$ cat config.mk
export PLATFORM = sky130hd
export DESIGN_NAME = driver_receiver_flat
export DESIGN_NICKNAME = d
export VERILOG_FILES = /design/src/rtl/driver_receiver_if.sv /design/src/rtl/driver_receiver.sv /design/src/flat_wrapper.sv
export SDC_FILE = /design/constraint.sdc
export NUM_CORES = 1
export LEC_CHECK = 0
export CAP_MARGIN = 20
export CELL_PAD_IN_SITES_DETAIL_PLACEMENT = 0
export CELL_PAD_IN_SITES_GLOBAL_PLACEMENT = 1
export CORE_UTILIZATION = 35
export CTS_CLUSTER_DIAMETER = 80
export DETAILED_ROUTE_END_ITERATION = 6
export PLACE_DENSITY_LB_ADDON = 0.1
export SYNTH_ARGS = -nofsm -noshare
export SYNTH_HDL_FRONTEND = slang
export SYNTH_SLANG_ARGS = --single-unit
export TNS_END_PERCENT = 20
$ cat constraint.sdc
create_clock -name clk -period 3.8 [get_ports clk]
set_input_delay 0.57 -clock clk [delete_from_list [all_inputs] [get_ports clk]]
set_output_delay 0.57 -clock clk [all_outputs]
set_load 0.05 [all_outputs]
$ cat src/rtl/driver_receiver_if.sv
// Purpose : bundles the LED-driver serial lines (sclk/gclk/lat/sin) and the
//           decoded receiver outputs into one interface.
// Modports: master - drives the serial lines, observes decoded outputs
//           slave  - the receiver: samples the serial lines, drives outputs
// Signals : sclk, gclk, lat, sin           serial driver lines
//           gs_word[47:0], gs_index[3:0]   last GS word and its slot
//           gs_valid, latgs_pulse          one-cycle GS write / latch pulses
//           gclk_count[GCLK_W-1:0]         gclk rises between last two LATGS
//           fc_data[47:0], fc_valid        function-control register + pulse
//           cmd_error, gs_overflow         bad command pulse / sticky overflow
interface driver_receiver_if #(
    parameter int unsigned GCLK_W = 16
);
    logic              sclk;
    logic              gclk;
    logic              lat;
    logic              sin;
    logic [47:0]       gs_word;
    logic [3:0]        gs_index;
    logic              gs_valid;
    logic              latgs_pulse;
    logic [GCLK_W-1:0] gclk_count;
    logic [47:0]       fc_data;
    logic              fc_valid;
    logic              cmd_error;
    logic              gs_overflow;

    modport master (
        output sclk, gclk, lat, sin,
        input  gs_word, gs_index, gs_valid, latgs_pulse, gclk_count,
               fc_data, fc_valid, cmd_error, gs_overflow
    );

    modport slave (
        input  sclk, gclk, lat, sin,
        output gs_word, gs_index, gs_valid, latgs_pulse, gclk_count,
               fc_data, fc_valid, cmd_error, gs_overflow
    );
endinterface

$ cat src/rtl/driver_receiver.sv
// Purpose : receiver for an LED-driver style serial protocol. Shifts sin on
//           sclk rises, counts sclk rises while lat is high, and decodes the
//           command from that count when lat falls (WRTGS, LATGS, WRTFC,
//           LINERESET, READFC, TMGRST, FCWRTEN). Also counts gclk rises per
//           LATGS interval.
// Ports   : clk  - system clock (rising edge)
//           rst  - synchronous active-high reset
//           bus  - driver_receiver_if.slave (serial inputs, decoded outputs)
module driver_receiver #(
    parameter int unsigned GS_WORDS = 9,
    parameter int unsigned GCLK_W   = 16
) (
    input  logic             clk,
    input  logic             rst,
    driver_receiver_if.slave bus
);
    localparam int unsigned WORD_W = 48;
    localparam int unsigned CNT_W  = 5;
    localparam int unsigned IDX_W  = 4;

    localparam logic [CNT_W-1:0] CNT_MAX       = CNT_W'(31);
    localparam logic [CNT_W-1:0] CMD_WRTGS     = CNT_W'(1);
    localparam logic [CNT_W-1:0] CMD_LATGS     = CNT_W'(3);
    localparam logic [CNT_W-1:0] CMD_WRTFC     = CNT_W'(5);
    localparam logic [CNT_W-1:0] CMD_LINERESET = CNT_W'(7);
    localparam logic [CNT_W-1:0] CMD_READFC    = CNT_W'(11);
    localparam logic [CNT_W-1:0] CMD_TMGRST    = CNT_W'(13);
    localparam logic [CNT_W-1:0] CMD_FCWRTEN   = CNT_W'(15);
    localparam logic [IDX_W-1:0] IDX_FULL      = IDX_W'(GS_WORDS);

    logic                sclk_q, gclk_q, lat_q;
    logic [WORD_W-1:0]   sr_q, sr_d;
    logic [CNT_W-1:0]    lat_cnt_q, lat_cnt_d;
    logic [IDX_W-1:0]    wr_idx_q, wr_idx_d;
    logic                fc_wen_q, fc_wen_d;
    logic [GCLK_W-1:0]   gclk_acc_q, gclk_acc_d;

    logic [WORD_W-1:0]   gs_word_q, gs_word_d;
    logic [IDX_W-1:0]    gs_index_q, gs_index_d;
    logic                gs_valid_q, gs_valid_d;
    logic                latgs_q, latgs_d;
    logic [GCLK_W-1:0]   gclk_count_q, gclk_count_d;
    logic [WORD_W-1:0]   fc_data_q, fc_data_d;
    logic                fc_valid_q, fc_valid_d;
    logic                cmd_error_q, cmd_error_d;
    logic                gs_overflow_q, gs_overflow_d;

    logic                sclk_rise_c, gclk_rise_c, lat_fall_c;
    logic [CNT_W-1:0]    cnt_final_c;
    logic [GCLK_W-1:0]   gclk_acc_inc_c;

    assign sclk_rise_c = bus.sclk & ~sclk_q;
    assign gclk_rise_c = bus.gclk & ~gclk_q;
    assign lat_fall_c  = ~bus.lat & lat_q;

    // Command length including an sclk rise landing in the current cycle
    assign cnt_final_c = (sclk_rise_c && (lat_cnt_q != CNT_MAX))
                         ? lat_cnt_q + CNT_W'(1) : lat_cnt_q;

    assign gclk_acc_inc_c = (gclk_acc_q == '1) ? gclk_acc_q
                                               : gclk_acc_q + GCLK_W'(1);

    // Next-state: shifting, counting and command decode on lat fall
    always_comb begin
        sr_d          = sclk_rise_c ? {sr_q[WORD_W-2:0], bus.sin} : sr_q;
        lat_cnt_d     = lat_cnt_q;
        wr_idx_d      = wr_idx_q;
        fc_wen_d      = fc_wen_q;
        gclk_acc_d    = gclk_rise_c ? gclk_acc_inc_c : gclk_acc_q;
        gs_word_d     = gs_word_q;
        gs_index_d    = gs_index_q;
        gs_valid_d    = 1'b0;
        latgs_d       = 1'b0;
        gclk_count_d  = gclk_count_q;
        fc_data_d     = fc_data_q;
        fc_valid_d    = 1'b0;
        cmd_error_d   = 1'b0;
        gs_overflow_d = gs_overflow_q;

        if (lat_fall_c) begin
            lat_cnt_d = '0;
        end else if (sclk_rise_c && bus.lat) begin
            lat_cnt_d = cnt_final_c;
        end

        if (lat_fall_c) begin
            case (cnt_final_c)
                CMD_WRTGS, CMD_LATGS: begin
                    if (wr_idx_q == IDX_FULL) begin
                        gs_overflow_d = 1'b1;
                    end else begin
                        gs_word_d  = sr_d;
                        gs_index_d = wr_idx_q;
                        gs_valid_d = 1'b1;
                        wr_idx_d   = wr_idx_q + IDX_W'(1);
                    end
                    // LATGS closes the gclk interval; a rise this cycle opens the next
                    if (cnt_final_c == CMD_LATGS) begin
                        latgs_d      = 1'b1;
                        wr_idx_d     = '0;
                        gclk_count_d = gclk_acc_q;
                        gclk_acc_d   = GCLK_W'(gclk_rise_c);
                    end
                end
                CMD_WRTFC: begin
                    if (fc_wen_q) begin
                        fc_data_d  = sr_d;
                        fc_valid_d = 1'b1;
                        fc_wen_d   = 1'b0;
                    end
                end
                CMD_LINERESET: begin
                    wr_idx_d   = '0;
                    gclk_acc_d = GCLK_W'(gclk_rise_c);
                end
                CMD_READFC: begin
                    fc_wen_d = fc_wen_q;
                end
                CMD_TMGRST: begin
                    wr_idx_d   = '0;
                    gclk_acc_d = GCLK_W'(gclk_rise_c);
                    fc_wen_d   = 1'b0;
                end
                CMD_FCWRTEN: begin
                    fc_wen_d = 1'b1;
                end
                default: begin
                    cmd_error_d = 1'b1;
                end
            endcase
        end
    end

    // State and output registers
    always_ff @(posedge clk) begin
        if (rst) begin
            sclk_q        <= 1'b0;
            gclk_q        <= 1'b0;
            lat_q         <= 1'b0;
            sr_q          <= '0;
            lat_cnt_q     <= '0;
            wr_idx_q      <= '0;
            fc_wen_q      <= 1'b0;
            gclk_acc_q    <= '0;
            gs_word_q     <= '0;
            gs_index_q    <= '0;
            gs_valid_q    <= 1'b0;
            latgs_q       <= 1'b0;
            gclk_count_q  <= '0;
            fc_data_q     <= '0;
            fc_valid_q    <= 1'b0;
            cmd_error_q   <= 1'b0;
            gs_overflow_q <= 1'b0;
        end else begin
            sclk_q        <= bus.sclk;
            gclk_q        <= bus.gclk;
            lat_q         <= bus.lat;
            sr_q          <= sr_d;
            lat_cnt_q     <= lat_cnt_d;
            wr_idx_q      <= wr_idx_d;
            fc_wen_q      <= fc_wen_d;
            gclk_acc_q    <= gclk_acc_d;
            gs_word_q     <= gs_word_d;
            gs_index_q    <= gs_index_d;
            gs_valid_q    <= gs_valid_d;
            latgs_q       <= latgs_d;
            gclk_count_q  <= gclk_count_d;
            fc_data_q     <= fc_data_d;
            fc_valid_q    <= fc_valid_d;
            cmd_error_q   <= cmd_error_d;
            gs_overflow_q <= gs_overflow_d;
        end
    end

    assign bus.gs_word     = gs_word_q;
    assign bus.gs_index    = gs_index_q;
    assign bus.gs_valid    = gs_valid_q;
    assign bus.latgs_pulse = latgs_q;
    assign bus.gclk_count  = gclk_count_q;
    assign bus.fc_data     = fc_data_q;
    assign bus.fc_valid    = fc_valid_q;
    assign bus.cmd_error   = cmd_error_q;
    assign bus.gs_overflow = gs_overflow_q;
endmodule

$ cat src/flat_wrapper.sv
// flat-port wrapper written by rule: the top's interface ports become plain ports
module driver_receiver_flat 
#(
    parameter int unsigned GS_WORDS = 9,
    parameter int unsigned GCLK_W   = 16
)
  (clk, rst, bus_sclk, bus_gclk, bus_lat, bus_sin, bus_gs_word, bus_gs_index, bus_gs_valid, bus_latgs_pulse, bus_gclk_count, bus_fc_data, bus_fc_valid, bus_cmd_error, bus_gs_overflow);
  driver_receiver_if #(.GCLK_W(GCLK_W)) bus_i ();
  input  logic clk;
  input  logic rst;
  input wire logic [$bits(bus_i.sclk)-1:0] bus_sclk;
  input wire logic [$bits(bus_i.gclk)-1:0] bus_gclk;
  input wire logic [$bits(bus_i.lat)-1:0] bus_lat;
  input wire logic [$bits(bus_i.sin)-1:0] bus_sin;
  output wire logic [$bits(bus_i.gs_word)-1:0] bus_gs_word;
  output wire logic [$bits(bus_i.gs_index)-1:0] bus_gs_index;
  output wire logic [$bits(bus_i.gs_valid)-1:0] bus_gs_valid;
  output wire logic [$bits(bus_i.latgs_pulse)-1:0] bus_latgs_pulse;
  output wire logic [$bits(bus_i.gclk_count)-1:0] bus_gclk_count;
  output wire logic [$bits(bus_i.fc_data)-1:0] bus_fc_data;
  output wire logic [$bits(bus_i.fc_valid)-1:0] bus_fc_valid;
  output wire logic [$bits(bus_i.cmd_error)-1:0] bus_cmd_error;
  output wire logic [$bits(bus_i.gs_overflow)-1:0] bus_gs_overflow;
  assign bus_i.sclk = bus_sclk;
  assign bus_i.gclk = bus_gclk;
  assign bus_i.lat = bus_lat;
  assign bus_i.sin = bus_sin;
  assign bus_gs_word = bus_i.gs_word;
  assign bus_gs_index = bus_i.gs_index;
  assign bus_gs_valid = bus_i.gs_valid;
  assign bus_latgs_pulse = bus_i.latgs_pulse;
  assign bus_gclk_count = bus_i.gclk_count;
  assign bus_fc_data = bus_i.fc_data;
  assign bus_fc_valid = bus_i.fc_valid;
  assign bus_cmd_error = bus_i.cmd_error;
  assign bus_gs_overflow = bus_i.gs_overflow;
  driver_receiver #(.GS_WORDS(GS_WORDS), .GCLK_W(GCLK_W)) u_core (.clk(clk), .rst(rst), .bus(bus_i));
endmodule
## Yosys cells after proc, flatten, opt, wreduce, memory -nomap -nowiden

Index checks and enable logic that the tools add are counted.

| operators by class | value |
|---|---|
| reduce and logical (&&, ||, !) cells | 18 |
| add/subtract/negate cells | 3 |
| mux-type cells | 15 |
| bitwise logic cells | 10 |
| equal/unequal tests | 11 |

Operator list:

| cell | number |
|---|---|
| $mux W16 | 4 |
| $mux W48 | 1 |
| $pmux W16 S2 | 1 |
| $add A16 B1 Y16 const B | 1 |
| $eq A16 B16 Y1 const B | 1 |
| $eq A5 B4 Y1 const B | 3 |
| $reduce_and A3 Y1 | 5 |
| $eq A5 B3 Y1 const B | 2 |
| $reduce_or A2 Y1 | 5 |
| $mux W4 | 2 |
| $pmux W4 S2 | 1 |
| $not A1 Y1 | 7 |
| $reduce_or A7 Y1 | 1 |
| $reduce_or A3 Y1 | 2 |
| $add A5 B1 Y5 const B | 1 |
| $eq A5 B1 Y1 const B | 1 |
| $eq A5 B2 Y1 const B | 1 |
| $mux W5 | 1 |
| $ne A5 B5 Y1 const B | 1 |
| $add A4 B1 Y4 const B | 1 |
| $eq A4 B4 Y1 const B | 1 |
| $mux W1 | 4 |
| $reduce_bool A2 Y1 | 2 |
| $and A1 B1 Y1 | 3 |
| 4 further kinds | 5 |

| word-level totals | value |
|---|---|
| output and inout port bits | 121 |
| input bits | 6 |
| bits in registers | 198 |
| logic and storage cells | 74 |

## Longest topological paths before layout

Gate-level depths: netlist (run 1).

| depth | value |
|---|---|
| depth in word-level cells | 8 |
| mapped depth | 11 |
| depth with buffers taken out | 9 |

## Worst setup path after synthesis (run 1)

No wires, ideal clock.

| timing path | value |
|---|---|
| path kind | register -> register |
| start | reg u_core.lat_cnt_q[0] |
| end | reg u_core.gclk_acc_q[2] |
| library setup time | 114 ps |
| stages on the path, launching flop included | 12 |
| slack | 890 ps |
| required time | 3,686 ps |
| arrival | 2,796 ps |
| path buffers | 2 |
| clock period less this slack | 2,910 ps |
| cell sequence | dfxtp_1 > ha_1 > and3_1 > ha_1 > and4bb_2 > xor2_1 > o211ai_1 > a21oi_1 > or2_2 > buf_2 > buf_4 > nor2_1 |

| on the way | value |
|---|---|
| cells in the longest elaborated chain, start to end | 7 |
| elaborated cells on any way between the ends | 13 |

RTL lines:

| element | line | text |
|---|---|---|
| from (decl) | driver_receiver.sv:33 | `logic [CNT_W-1:0] lat_cnt_q, lat_cnt_d;` |
| from (signal assigned) | driver_receiver.sv:159 | `lat_cnt_q <= lat_cnt_d;` |
| branches (longest 2 deep; another with $add A5 B1 Y5) | n/a |  |
| $mux W5 * | driver_receiver.sv:58 | `? lat_cnt_q + CNT_W'(1) : lat_cnt_q;` |
| $eq A5 B2 Y1 (tied with other cells) | driver_receiver.sv:87, driver_receiver.sv:98 |  |
| $mux W16 (tied with other cells) | driver_receiver.sv:98 | `if (cnt_final_c == CMD_LATGS) begin` |
| $pmux W16 S2 * | driver_receiver.sv:87 | `case (cnt_final_c)` |
| $mux W16 * | driver_receiver.sv:86 | `if (lat_fall_c) begin` |
| to (signal assigned) | driver_receiver.sv:162 | `gclk_acc_q <= gclk_acc_d;` |
| to (decl) | driver_receiver.sv:36 | `logic [GCLK_W-1:0] gclk_acc_q, gclk_acc_d;` |

Mark *: on every way between the ends.
A chain may end at the register's enable or synchronous reset.

## Final worst setup path (run 1)

| timing path | value |
|---|---|
| start | reg u_core.lat_cnt_q[0] |
| end | reg u_core.fc_data_q[18] (netlist: u_core.bus.fc_data[18]) |

| on the way | value |
|---|---|
| cells in the longest elaborated chain, start to end | 5 |
| elaborated cells on any way between the ends | 6 |

RTL lines:

| element | line | text |
|---|---|---|
| branches (longest 2 deep; another with $add A5 B1 Y5) | n/a |  |
| $mux W5 * | driver_receiver.sv:58 |  |
| $eq A5 B3 Y1 * | driver_receiver.sv:87 |  |
| $reduce_and A3 Y1 (no line) * | n/a |  |
| to (signal assigned) | driver_receiver.sv:168 | `fc_data_q <= fc_data_d;` |
| to (decl) | driver_receiver.sv:43 | `logic [WORD_W-1:0] fc_data_q, fc_data_d;` |

Marked as above.

==> results of run 1 <==
## final cells by class
| type | instances | area [µm²] |
|---|---|---|
| repair buffers | 134 | 1356 |
| flip-flops and latches | 198 | 3964 |
| clock inverters | 11 | 150.1 |
| fillers | 1908 | 10900 |
| inverters | 3 | 11.26 |
| well taps | 270 | 337.8 |
| clock buffers | 20 | 446.7 |
| multi-input cells | 483 | 3005 |
## final timing paths
check	end	startpoint	depth (start not counted)	slack, ps
worst min register to register	u_core.bus.gs_index[1]	u_core.bus.gs_index[1]	2	470
worst min-delay path	u_core.bus.gs_index[1]	u_core.bus.gs_index[1]	2	470
worst max register to register	u_core.bus.fc_data[18]	u_core.lat_cnt_q[0]	10	520
worst max-delay path	u_core.bus.fc_data[18]	u_core.lat_cnt_q[0]	10	520
## power by group through the flow
stage                     registers [mW]  logic (mW)  clock network, mW
after floorplan                     2.24       0.127                  0
after global placement              2.17       0.272                  0
after detailed placement            2.17       0.276                  0
after CTS                           2.12       0.276               1.87
after global routing                2.13       0.293               1.97
final                               2.12       0.273               1.82
## cell usage after synthesis (all sizes together) (3+ instances only)
| library cell | instances |
|---|---|
| nand4 | 5 |
| nor2 | 192 |
| nor2b | 5 |
| nand2b | 3 |
| nand2 | 19 |
| xnor2 | 4 |
| a211oi | 98 |
| ha | 5 |
| and4 | 3 |
| nand3 | 8 |
| xor2 | 13 |
| nor3 | 12 |
| dfxtp | 198 |
| inv | 3 |
| mux2i | 69 |
| a21oi | 16 |
| nor4 | 3 |
| buf | 24 |
| clkbuf | 27 |
## state kept, by name (all words and copies together) (netlist names)
register and flops:
u_core.bus.cmd_error 1, u_core.bus.fc_data 48, u_core.bus.fc_valid 1, u_core.bus.gclk_count 16, u_core.bus.gs_index 4, u_core.bus.gs_overflow 1, u_core.bus.gs_valid 1, u_core.bus.gs_word 48
u_core.bus.latgs_pulse 1, u_core.fc_wen_q 1, u_core.gclk_acc_q 16, u_core.gclk_q 1, u_core.lat_cnt_q 5, u_core.lat_q 1, u_core.sclk_q 1, u_core.sr_q 48
u_core.wr_idx_q 4
## routing by layer
metal	GRT usage [%]	vias up	share of wire (%)
met3	4.232	15	4.2
met4	4.737	0	1.1
met5	0	-	0
met2	25.84	93	48
li1	-	2782	-
met1	20.21	2533	47
## worst max-delay path, stage by stage, from the launching register on
cell and delay [ps]:
dfxtp_1 370, ha_1 240, and3_1 190, ha_1 270, and4bb_2 360, xor2_1 600
nand3_1 270, nor2_4 160, buf_12 360, nor2_1 80, a211oi_1 240
## cells by family after synthesis
kind of cell / after synthesis
AND/OR/NAND/NOR: 266
flip-flops: 198
AO/OA/AOI/OAI: 125
multiplexers: 70
buffers and inverters: 54
XOR/XNOR: 17
adder cells (fa/ha/maj): 5
## per-stage QoR
step | util (%) | hold slack (ps) | worst slack (ps) | instance area, µm²
after floorplan | - | 450.9 | 889.8 | 7196
after global placement | 43.01 | 456.7 | 495.1 | 8675
after detailed placement | 43.01 | 456.6 | 387.8 | 8675
after CTS | 45.97 | 469.8 | 510.7 | 9271
after global routing | 45.97 | 495.8 | 246.8 | 9271
final | 45.97 | 466.5 | 520.1 | 9271
==> flow_summary.ini, run 1 <==
[setup_path]
cp.arrival_ps = 3610
crit_fanout = 96
crit_path_start_kind = register
critical_path_class = register to register
required_ps = 4130
cp-end-kind = register

[clocking]
cts_max_level = 4
cts_tree = yes
hold_buffers = 0
cts.sinks = 198
cts_buffers = 17
clock_latency_ps = 420
cts_resized = 0
cts_buffer_depth = 2
clockRootBuffer = clkbuf_16
clk_pin_slew_ps = 70
post_cts_buffers = 0

[layout]
stdcell_count = 1119
nNetsFinal = 848
final_common_cell = dfxtp_1
area.growth.synth_to_final_pct = 28.85
antenna_cells = 0
drive_gt1_share_pct = 5.536
mostFrequentLayoutCells = dfxtp_1, nor2_1, clkdlybuf4s50_1

[floorplan]
die_h_um = 145.4
core_area_um2 = 20170
initial_core_util_pct = 35.68
rows = 52
dieArea_um2 = 21140
die_w_um = 145.4
pin_count = 127

[logic_synthesis]
ys.flop_type = dfxtp_1
ys_types = 46
ys_seq_area_share_pct = 55.09
syn_inst = 735
yosysTopAreaCellShare_pct = 55.09
synth_mux_area_share_pct = 9.755
synth_top_family_by_area = simple AND/OR/NAND/NOR gates
ys_ff_latch = 198
synth_area_leaders = dfxtp_1, a211oi_1, nor2_1
synth-xor-area-share_pct = 2.069
synth.avg_cell_area_um2 = 9.790
synth_compound_gate_area_share_pct = 12.47
yosys_warnings = 0
yosys.area_share.simple_pct = 16.40
netlist_area_um2 = 7196
yosysTopAreaCell = dfxtp_1
synth-edff-count = 0
synth_adder_area_share_pct = 0.8694
async_flop_share_pct = 0
syn_nets = 746

[timing]
hold_viol_final = 0
fmax_mhz = 304.9
fin_setup_tns_ps = 0
final_max_slew_viol_count = 0
period_share_pct = 86.31
fin_skew_ps = 9.941
setup_viol = 0
rsz0062_at_grt = no
max_slew.worst_pin.slew_ps = 921.7
slew_headroom_pct = 38.27
min_period_ps = 3280

[drt]
drc = 0
via_per_inst = 4.846
ant_nets = 0
routedWlPerCell_um = 14.49
dr.pass1.iters = 5
wl_um = 16210
num_vias = 5423
drt_iter0_markers = 158

[place]
port_buffers = 126
gp_congestion = 0.7919
place_inst = 1088
dp_hpwl_um = 10890

[power]
power_density_nw_per_um2 = 455.0
seqPwrFrac_pct = 50.3
power_mw = 4.219
ir_drop_uv = 304.0
switching_share_pct = 23.01
power.switching_mw = 0.9708
p_leak_nw = 3.158
power_frac_clock_pct = 43.2
p_int_mw = 3.248
comb_power_share_pct = 6.5

[grt]
grt_max_degree = 100
grt_pass1_wl_um = 26850
overflow = 0
antenna_found_initial = 0
grt_pass1_vias = 5141
grt_use_total_pct = 15.74

[run_status]
status = finished clean

[flow_run]
maxCapViolCount = 0

[worst_hold_path]
hp-class = register to register
No activity file was read; power rests on OpenSTA's default activity.
==> run 2, diff against run 1 <==
--- a/config.mk
+++ b/config.mk
@@ -8,10 +8,11 @@
 export CAP_MARGIN = 20
 export CELL_PAD_IN_SITES_DETAIL_PLACEMENT = 0
 export CELL_PAD_IN_SITES_GLOBAL_PLACEMENT = 1
+export CORE_MARGIN = 10
 export CORE_UTILIZATION = 35
 export CTS_CLUSTER_DIAMETER = 80
 export DETAILED_ROUTE_END_ITERATION = 6
-export PLACE_DENSITY_LB_ADDON = 0.1
+export PLACE_DENSITY = 0.76
 export SYNTH_ARGS = -nofsm -noshare
 export SYNTH_HDL_FRONTEND = slang
 export SYNTH_SLANG_ARGS = --single-unit
==> run 2 against run 1 <==
Net effect: worst hold slack worse by 5.3 ps; via count down 1.8%; clock power shrank 4%; routed wire length up 0.38%; die area grew 26%; design area is 0.15% lower; largest cell class unchanged.
==> flow_summary.ini, run 2 (synthesis results as in run 1) <==
[place]
placed_area_um2 = 8681
gp_congestion = 0.7857
dp_hpwl_um = 11170
port_buffers = 126

[timing]
max_slew.worst_pin.slew_ps = 953.0
slew_headroom_pct = 36.17
period_share_pct = 86.60
fin_setup_tns_ps = 0
whs_ps = 461.2
fin_skew_ps = 9.362
min_period_ps = 3291
setup_viol = 0
hold_viol_final = 0
rsz0062_at_grt = no
fmax_mhz = 303.9
final_max_slew_viol_count = 0

[run_status]
status = finished clean

[grt]
grt_pass1_wl_um = 26860
grt_max_degree = 97
overflow = 0
grt_use_total_pct = 12.24
grt_pass1_vias = 5064
antenna_found_initial = 0

[clocking]
clockRootBuffer = clkbuf_16
cts_buffers = 17
hold_buffers = 0
clk_pin_slew_ps = 80
post_cts_buffers = 0
cts_resized = 0
cts_buffer_depth = 2
cts.sinks = 198
cts_tree = yes
clock_latency_ps = 430
cts_max_level = 4

[power]
power.switching_mw = 1.055
p_int_mw = 3.081
power_density_nw_per_um2 = 446.8
seqPwrFrac_pct = 51.3
ir_drop_uv = 292.1
switching_share_pct = 25.51
p_leak_nw = 3.172
power_frac_clock_pct = 42.2
comb_power_share_pct = 6.6

[layout]
fillerInstances = 1980
final_common_cell = dfxtp_1
stdcell_area_um2 = 9258
nNetsFinal = 850
area.growth.synth_to_final_pct = 28.66
drive_gt1_share_pct = 6.103
mostFrequentLayoutCells = dfxtp_1, nor2_1, clkdlybuf4s50_1
antenna_cells = 0

[drt]
routedWlPerCell_um = 14.50
ant_nets = 0
drc = 0
wl_um = 16270
dr.pass1.iters = 4
via_per_inst = 4.749
drt_iter0_markers = 249
num_vias = 5328

[floorplan]
dieArea_um2 = 26690
core_area_um2 = 20230
die_h_um = 163.4
rows = 52
initial_core_util_pct = 35.56
die_w_um = 163.4
pin_count = 127

[setup_path]
cp.arrival_ps = 3620
required_ps = 4130
cp-end-kind = register
crit_path_start_kind = register
critical_path_class = register to register
crit_fanout = 96

[flow_run]
maxCapViolCount = 0

[worst_hold_path]
hp-class = register to register
==> run 2: worst max-delay path, stage by stage (launching register included) <==
cell	delay (ps)
dfxtp_1	380
ha_1	250
and3_1	190
ha_1	270
and4bb_2	360
xor2_1	600
nand3_1	270
nor2_4	160
buf_12	330
nor2_1	80
a211oi_1	230
==> run 2: metrics by stage <==
stage                     instances  worst slack (ps)  util (%)  power, mW
final                          1122             509.2     45.75      4.136
after global routing           1122             154.4     45.75      4.306
after CTS                      1122             506.9     45.75      4.197
after detailed placement       1090             476.9     42.90      2.446
after global placement         1090             502.4     42.90      2.445
after floorplan                 735             889.8         -      2.364
==> run 2: area by class of cell <==
cell class,instances,area [µm²],share of cell area [%]
Clock buffer,18,439.2,4.744
Clock inverter,14,137.6,1.487
Inverter,3,11.26,0.1216
Multi-Input combinational cell,483,3005,32.46
Sequential cell,198,3964,42.82
Tap cell,270,337.8,3.649
Timing Repair Buffer,136,1363,14.72
==> run 2: final timing paths <==
| kind | from | endpoint | slack, ps | cells past startpoint |
|---|---|---|---|---|
| min reg2reg | u_core.bus.gs_index[1] | u_core.bus.gs_index[1] | 460 | 2 |
| min | u_core.bus.gs_index[1] | u_core.bus.gs_index[1] | 460 | 2 |
| max | u_core.lat_cnt_q[0] | u_core.bus.fc_data[42] | 510 | 10 |
| max reg2reg | u_core.lat_cnt_q[0] | u_core.bus.fc_data[42] | 510 | 10 |
==> run 2: routing by layer <==
layer / part of all wire, % / routed length (µm) / vias to the layer above / track usage [%]
li1: - / - / 2782 / -
met4: 1.4 / 223 / 0 / 4.221
met3: 6.3 / 1024 / 17 / 4.128
met5: 0 / 0 / - / 0
met1: 48 / 7867 / 2437 / 15.81
met2: 44 / 7157 / 92 / 18.66
==> run 2: power groups by stage <==
stage / logic (mW) / registers (mW) / clock network (mW)
2_1_floorplan: 0.127 / 2.24 / 0
3_3_place_gp: 0.275 / 2.17 / 0
3_5_place_dp: 0.275 / 2.17 / 0
4_1_cts: 0.276 / 2.12 / 1.80
5_1_grt: 0.293 / 2.13 / 1.89
6_report: 0.272 / 2.12 / 1.74
